<file path="src/rtl/mac_pkg.sv">
// mac_pkg: shared constants, control bundle and tree-sizing helpers for the MAC pipeline
package mac_pkg;
  localparam int PIPE_DEPTH = 3;
  typedef struct packed {
    logic valid;
    logic signed_mode;
    logic acc_en;
    logic acc_clr;
  } ctrl_t;
  function automatic int acc_w_default(input int w);
    return 2 * w + 8;
  endfunction
  function automatic logic [63:0] bw_const(input int w);
    return (64'd1 << w) | (64'd1 << (2 * w - 1));
  endfunction
  function automatic int wt_rows(input int n, input int l);
    for (int i = 0; i < l; i++) n = n - n / 3;
    return n;
  endfunction
  function automatic int wt_levels(input int n);
    int l = 0;
    while (n > 2) begin
      n = n - n / 3;
      l++;
    end
    return l;
  endfunction
endpackage

</file>
<file path="src/rtl/wallace_mac_pipe_reduce.sv">
// wallace_reduce: combinational Wallace tree of full-adder rows reducing the partial products plus Baugh-Wooley correction to two rows
module wallace_reduce
  import mac_pkg::*;
#(
  parameter int W = 8
) (
  input  logic [W-1:0][W-1:0] pp,
  input  logic                signed_mode,
  output logic [2*W-1:0]      row0,
  output logic [2*W-1:0]      row1
);
  localparam int P = 2 * W;
  localparam int N = W + 1;
  localparam int L = wt_levels(N);
  localparam logic [P-1:0] BW = P'(bw_const(W));
  logic [P-1:0] lv [0:L][0:N-1];
  genvar i, l, j;
  for (i = 0; i < W; i++) begin : g_pp
    assign lv[0][i] = {{W{1'b0}}, pp[i]} << i;
  end
  assign lv[0][W] = signed_mode ? BW : '0;
  for (l = 0; l < L; l++) begin : g_lvl
    localparam int NI = wt_rows(N, l);
    localparam int G = NI / 3;
    localparam int NO = NI - G;
    for (j = 0; j < N; j++) begin : g_row
      localparam int K = 3 * (j / 2);
      if (j < 2 * G) begin : g_fa
        if (j % 2 == 0) begin : g_s
          assign lv[l+1][j] = lv[l][K] ^ lv[l][K+1] ^ lv[l][K+2];
        end else begin : g_c
          assign lv[l+1][j] = ((lv[l][K] & lv[l][K+1]) | (lv[l][K] & lv[l][K+2]) | (lv[l][K+1] & lv[l][K+2])) << 1;
        end
      end else if (j < NO) begin : g_pass
        assign lv[l+1][j] = lv[l][j+G];
      end else begin : g_zero
        assign lv[l+1][j] = '0;
      end
    end
  end
  assign row0 = lv[L][0];
  assign row1 = lv[L][1];
endmodule

</file>
<file path="src/rtl/wallace_mac_pipe.sv">
// wallace_mac_pipe: 3-stage Wallace-tree multiply-accumulate with valid/ready backpressure; MAC_SAT_EN selects saturating accumulate and adds sat_flag
module wallace_mac_pipe
  import mac_pkg::*;
#(
  parameter int W     = 8,
  parameter int ACC_W = acc_w_default(W)
) (
  input  logic             clk,
  input  logic             rst,
  input  logic             in_valid,
  output logic             in_ready,
  input  logic [W-1:0]     a,
  input  logic [W-1:0]     b,
  input  logic             signed_mode,
  input  logic             acc_en,
  input  logic             acc_clr,
  output logic             out_valid,
  input  logic             out_ready,
`ifdef MAC_SAT_EN
  output logic             sat_flag,
`endif
  output logic [ACC_W-1:0] result
);
  logic [W-1:0][W-1:0] pp, pp1;
  logic [2*W-1:0] r0, r1, s0, s1, prod;
  logic [ACC_W-1:0] acc, ext, base, sum, nxt;
  ctrl_t c1, c2;
  logic en, sat;
  assign in_ready = !out_valid || out_ready;
  assign en = in_ready;
  always_comb
    for (int i = 0; i < W; i++)
      for (int j = 0; j < W; j++)
        pp[i][j] = (a[j] & b[i]) ^ (signed_mode & ((i == W - 1) != (j == W - 1)));
  wallace_reduce #(.W(W)) u_reduce (
    .pp         (pp1),
    .signed_mode(c1.signed_mode),
    .row0       (r0),
    .row1       (r1)
  );
  assign prod = s0 + s1;
  assign ext = c2.signed_mode ? ACC_W'($signed(prod)) : ACC_W'(prod);
  assign base = c2.acc_clr ? '0 : acc;
`ifdef MAC_SAT_EN
  logic cy, sovf;
  assign {cy, sum} = {1'b0, base} + {1'b0, ext};
  assign sovf = (base[ACC_W-1] == ext[ACC_W-1]) && (sum[ACC_W-1] != base[ACC_W-1]);
  always_comb begin
    sat = c2.acc_en && (c2.signed_mode ? sovf : cy);
    nxt = !sat ? sum : !c2.signed_mode ? '1 : ext[ACC_W-1] ? {1'b1, {(ACC_W-1){1'b0}}} : {1'b0, {(ACC_W-1){1'b1}}};
  end
`else
  assign sum = base + ext;
  assign sat = 1'b0;
  assign nxt = sum;
`endif
  always_ff @(posedge clk)
    if (rst) begin
      c1 <= '0;
      c2 <= '0;
      out_valid <= 1'b0;
      result <= '0;
      acc <= '0;
`ifdef MAC_SAT_EN
      sat_flag <= 1'b0;
`endif
    end else if (en) begin
      c1 <= {in_valid, signed_mode, acc_en, acc_clr};
      pp1 <= pp;
      c2 <= c1;
      s0 <= r0;
      s1 <= r1;
      out_valid <= c2.valid;
      if (c2.valid) begin
        result <= c2.acc_en ? nxt : ext;
        acc <= c2.acc_en ? nxt : c2.acc_clr ? '0 : acc;
`ifdef MAC_SAT_EN
        sat_flag <= sat;
`endif
      end
    end
endmodule

</file>
<file path="config.mk">
export PLATFORM = sky130hd
export DESIGN_NAME = wallace_mac_pipe
export DESIGN_NICKNAME = d
export VERILOG_FILES = /design/src/rtl/mac_pkg.sv /design/src/rtl/wallace_mac_pipe_reduce.sv /design/src/rtl/wallace_mac_pipe.sv
export SDC_FILE = /design/constraint.sdc
export NUM_CORES = 1
export LEC_CHECK = 0
export ABC_CLOCK_PERIOD_IN_PS = 7700
export BUFFER_PORTS_ARGS = -buffer_cell sky130_fd_sc_hd__buf_2
export CAP_MARGIN = 15
export CORE_UTILIZATION = 43
export CTS_CLUSTER_DIAMETER = 200
export DETAILED_ROUTE_END_ITERATION = 10
export SLEW_MARGIN = 40
export SYNTH_ARGS = -nofsm -noshare
export SYNTH_HDL_FRONTEND = slang
export SYNTH_SLANG_ARGS = --single-unit
export TNS_END_PERCENT = 50
</file>
<file path="constraint.sdc">
create_clock -name clk -period 7.7 [get_ports clk]
set_input_delay 1.925 -clock clk [delete_from_list [all_inputs] [get_ports clk]]
set_output_delay 1.925 -clock clk [all_outputs]
set_load 0.02 [all_outputs]
</file>
==> results of run 1 <==
[logic make-up after synthesis]
kind of cell | synth area share
xor+xnor | 0.04115
fa+ha+maj | 0.1720
simple gates | 0.1487
buf+inv | 0.03880
flops | 0.4550
mux | 0.01191
compound gates | 0.1324
[cell type report]
| class | count | area [um^2] | share of cell area |
|---|---|---|---|
| repair buffers | 58 | 335.3 | 0.03469 |
| flip-flops and latches | 148 | 3874 | 0.4008 |
| well taps | 265 | 331.6 | 0.03430 |
| clock buffers | 18 | 429.2 | 0.04440 |
| inverters | 52 | 195.2 | 0.02019 |
| multi-input cells | 575 | 4318 | 0.4467 |
| clock inverters | 13 | 182.7 | 0.01890 |
[synthesized netlist by cell type (7+ instances only)]
library cell / instances / area share
edfxtp_1: 91 / 0.32
nor2_1: 75 / 0.033
nand2_1: 61 / 0.027
dfxtp_1: 57 / 0.13
a21oi_1: 54 / 0.032
and2_1: 54 / 0.040
ha_1: 53 / 0.078
inv_1: 52 / 0.023
fa_1: 40 / 0.094
xnor2_1: 33 / 0.034
nor2b_1: 26 / 0.019
o21ai_0: 26 / 0.015
clkbuf_1: 24 / 0.011
a211oi_1: 17 / 0.015
nor3_1: 13 / 0.0076
a21o_1: 12 / 0.011
a22oi_1: 10 / 0.0088
mux2i_1: 9 / 0.011
o21a_1: 9 / 0.0079
buf_1: 8 / 0.0035
nand3_1: 7 / 0.0041
xor2_1: 7 / 0.0072
[per-layer routing]
layer	GRT usage	wire length (um)	up-vias
met4	0.05716	153	0
li1	-	-	2912
met2	0.3271	8527	70
met3	0.03454	447	11
met5	0	0	-
met1	0.2177	7859	2750
[power groups by stage]
stage | combinational [uW] | sequential, uW | clock [uW]
after floorplan | 694 | 1010 | 0
after global routing | 1030 | 997 | 918
after global placement | 897 | 1000 | 0
final | 906 | 988 | 868
after CTS | 916 | 989 | 885
after detailed placement | 907 | 1010 | 0
[worst max-delay path, stage by stage]
cell,delay [ns]
buf_2,0.09
nor2b_1,0.59
inv_1,0.34
buf_2,0.25
[through the flow]
stage | setup slack (ns) | util | hold WS [ns] | instance area (um^2) | instances
3_3_place_gp | 2.576 | 0.4638 | 0.4027 | 9026 | 1097
2_1_floorplan | 1.016 | - | 0.4003 | 8513 | 810
4_1_cts | 2.559 | 0.4966 | 0.4328 | 9666 | 1129
6_report | 2.573 | 0.4966 | 0.4332 | 9666 | 1129
3_5_place_dp | 2.569 | 0.4652 | 0.4175 | 9054 | 1098
5_1_grt | 2.143 | 0.4966 | 0.4443 | 9666 | 1129
[worst max-delay path by stage]
stage | slack [ns] | cells after the start | end
finish | 2.57 | 4 | in_ready
floorplan | 1.02 | 3 | pp1[0]
global placement | 2.58 | 4 | in_ready
global route | 2.14 | 16 | result[22]
detailed placement | 2.57 | 4 | in_ready
CTS | 2.56 | 16 | result[22]
[flip-flops by register name (all words and copies together), names as in the netlist]
register	count
c2	4
pp1	64
c1	4
acc	24
out_valid	1
s0	16
result	24
s1	11
==> impl_metrics.ini, run 1 <==
[detailed_routing]
routed_wl_um = 16990
vias = 5743
avgRoutedWirePerCell_um = 15.05
drt_iter0_drc = 261
drtPass1Iterations = 4
antenna_left = 0
viasPerCell = 5.087
drcViolationCount = 0

[pwr]
clkPwrFrac = 0.314
intPower_uw = 1874
swShare = 0.3213
finalPower_uw = 2761
seq_power_share = 0.358
power_density_nw_per_um2 = 285.7
pwr-share-comb = 0.328
power.net_switching_uw = 887.2
vdd_drop_max_uv = 175.7
power_leakage_uw = 0.003924

[final_layout]
layout_commonest_cell = edfxtp_1
final_cell_mix = 91 x edfxtp_1, 74 x nor2_1, 61 x nand2_1, 57 x dfxtp_1, 54 x a21oi_1
area_delta_synth_final_pct = 13.54
drive_above_1_share = 0.1076
num-nets-final = 968
fill_cells = 1810
diodes = 0

[min_path]
worstHoldPathType = reg2reg
hp-start = pp1[0]
holdPathEnd = s0[0]
holdPathStages = 0

[sta]
min_period_over_period = 0.6658
skew_ns = 0.006806
finalSetupViolCount = 0
period_needed_ns = 5.127
hold_viol = 0
timing.fmax_ghz = 0.1951
slew_headroom = 0.4387
drv_slew = 0
final.setup.tns_ns = 0
rsz0062_at_grt = false
worst_pin_slew_ns = 0.8388

[synth]
ys_ff_latch = 148
syn_area_um2 = 8513
synthCells = 810
synth_seq_area_share = 0.4550
yosysWarnings = 0
ys_types = 57
synth_edf_count = 91
synth_area_per_cell_um2 = 10.51
synthArstFlopShare = 0
synth_flop_cell = edfxtp_1
syn_nets = 926

[clocking]
cts_setup_buffers = 0
cts.repair.resized = 0
clk_pin_slew_worst_paths_ns = 0.06
worstSkewPairLatency_ns = 0.42
ctsHtreeMaxLevel = 4
cts_made_buffers = 17
root_buffer = clkbuf_16
cts_tree = done
ctsHoldBuffers = 0
clk_path_buf_depth = 2
cts.sink_count = 148

[placed_design]
io_buffers = 48
gp_congestion = 0.8177
dp_hpwl_um = 11940

[worst_setup_path]
worstRegToRegCells = 16
cp.required_ns = 5.78
rrSetupSlack_ns = 2.59
crit_start = out_ready
cp.arrival_ns = 3.20
start_kind = primary input
cp_max_fo = 11
path_class = in2out
critPathCaptureType = primary output
r2r_end = result[22]
r2r_start = s0[5]

[grt]
track_usage = 0.1816
grt_max_degree = 59
overflow = 0
grt_pass1_wl_um = 28420
grt_pass1_vias = 5783
antenna_found_initial = 0

[die]
start_util = 0.4374
row_count = 51
chipHeight_um = 142.7
boundaryPins = 49
die_width_um = 142.7
core_area_um2 = 19460
dieArea_um2 = 20360

[run_status]
status = finished, final reports clean

[job]
maxCapViolCount = 0
Power figures use the tool's default switching activity.
==> run 2: changes to the inputs <==
Settings changed: ABC_CLOCK_PERIOD_IN_PS 7700 to 5200.
Clock period 7.7 ns to 5.2 ns, I/O delays scaled along.
==> run 2 against run 1 <==
Effect of this change:
- wire length is essentially flat
- largest cell class unchanged
- cell count up 0.27%
- total power up 47%
- critical path type is now reg2reg
- worst hold slack worse by 0.0099 ns
- worst setup slack got worse by 2.2 ns
- clock power grew 44%
==> impl_metrics.ini, run 2 (synthesis gave the netlist of run 1 again) <==
[clocking]
cts.repair.resized = 0
clk_pin_slew_worst_paths_ns = 0.06
root_buffer = clkbuf_16
cts_setup_buffers = 0
cts_made_buffers = 17
clk_path_buf_depth = 2
ctsHoldBuffers = 0
cts.sink_count = 148
worstSkewPairLatency_ns = 0.43
cts_tree = done
ctsHtreeMaxLevel = 4

[detailed_routing]
routed_wl_um = 17000
avgRoutedWirePerCell_um = 15.02
drt_iter0_drc = 314
drtPass1Iterations = 4
drcViolationCount = 0
vias = 5655
antenna_left = 0
viasPerCell = 4.996

[final_layout]
num-nets-final = 970
reg_top3 = pp1 x64, acc x24, result x24
diodes = 0
regMostFlops = pp1
final-seq-area_um2 = 3874
area_delta_synth_final_pct = 13.59
layout_commonest_cell = edfxtp_1
largest_reg_flops = 64
final_cell_mix = 91 x edfxtp_1, 73 x nor2_1, 61 x nand2_1, 57 x dfxtp_1, 54 x a21oi_1
drive_above_1_share = 0.1165
fin_util = 0.4969
fill_cells = 1808
final_cells = 1132
multiInputGateArea_um2 = 4332

[die]
start_util = 0.4374
boundaryPins = 49
core_area_um2 = 19460
row_count = 51
chipHeight_um = 142.7
die_width_um = 142.7
dieArea_um2 = 20360

[grt]
overflow = 0
grt_pass1_vias = 5609
grt_max_degree = 92
track_usage = 0.1800
grt_pass1_wl_um = 27970
antenna_found_initial = 0

[worst_setup_path]
cp.arrival_ns = 5.12
cp_max_fo = 6
start_kind = register
critPathCaptureType = register
slowest_delay_ns = 0.52
path_class = reg2reg
cp.required_ns = 5.53
path_cells = ha_1 > fa_1 > a211o_1 > a21oi_1 > o21ba_2 > o21bai_1 > xor2_1 > ha_1 > and3_1 > o2111ai_1 > a21o_1 > a311oi_2 > nor3_1 > or3_1 > nor3b_1 > or4b_1 > a311oi_1
cpMostUsedCell = ha_1
slowest_stage = or4b_1

[sta]
hold_viol = 0
worst_pin_slew_ns = 0.6803
layout_setup_ws_ns = 0.4082
slew_headroom = 0.5459
drv_slew = 0
final.setup.tns_ns = 0
timing.fmax_ghz = 0.2087
period_needed_ns = 4.792
min_period_over_period = 0.9215
finalSetupViolCount = 0
skew_ns = 0.01197
rsz0062_at_grt = false

[job]
maxCapViolCount = 0

[pwr]
swShare = 0.3352
finalPower_uw = 4058
intPower_uw = 2697
vdd_drop_max_uv = 275.5
seq_power_share = 0.360
power_leakage_uw = 0.003935
power_density_nw_per_um2 = 419.6
power.net_switching_uw = 1360
pwr-share-comb = 0.332
clkPwrFrac = 0.307

[placed_design]
dp_cells = 1100
gp_congestion = 0.8563
place_ws_ns = 0.3181
io_buffers = 48
dp_hpwl_um = 11860

[run_status]
status = finished, final reports clean

[min_path]
worstHoldPathType = reg2reg
## run 2: metrics by stage
step                hold WS, ns  area, um^2
floorplan                0.4003        8516
global placement         0.4121        9061
detailed placement       0.4045        9064
CTS                      0.4220        9659
global route             0.4446        9671
finish                   0.4233        9671
## run 2: worst paths after layout
check,start,to,slack [ns],depth (start not counted)
max reg2reg,s0[5],result[22],0.41,17
max,s0[5],result[22],0.41,17
min reg2reg,pp1[0],s0[0],0.42,0
min,pp1[0],s0[0],0.42,0
## run 2: cell type report
class                      count  area share
clock buffer                  17     0.04399
tap                          265     0.03429
timing repair buffer          60     0.03545
multi-input combinational    575      0.4479
clock inverter                15     0.01760
inverter                      52     0.02018
sequential                   148      0.4006
## run 2: per-layer routing
layer,GRT usage,wire (um),vias up,part of all wire
met5,0,0,-,0
met4,0.04867,197,0,0.012
met3,0.04225,446,16,0.026
met2,0.2970,8075,63,0.47
met1,0.2367,8282,2657,0.49
li1,-,-,2919,-
## run 2: worst max-delay path: cells and delay by family, from the launching register on
kind | cells | cell delay [ns]
xor gates and xnor gates | 1 | 0.16
DFF | 1 | 0.37
and+or+nand+nor | 5 | 1.45
adders and majority gates | 3 | 1.05
AOI/OAI and AO/OA | 8 | 1.67
## run 2: power groups by stage
| stage | registers [uW] | logic [uW] | clock network (uW) |
|---|---|---|---|
| 3_3_place_gp | 1490 | 1340 | 0 |
| 3_5_place_dp | 1490 | 1360 | 0 |
| 2_1_floorplan | 1490 | 1030 | 0 |
| 6_report | 1460 | 1350 | 1250 |
| 5_1_grt | 1470 | 1540 | 1330 |
| 4_1_cts | 1460 | 1360 | 1270 |
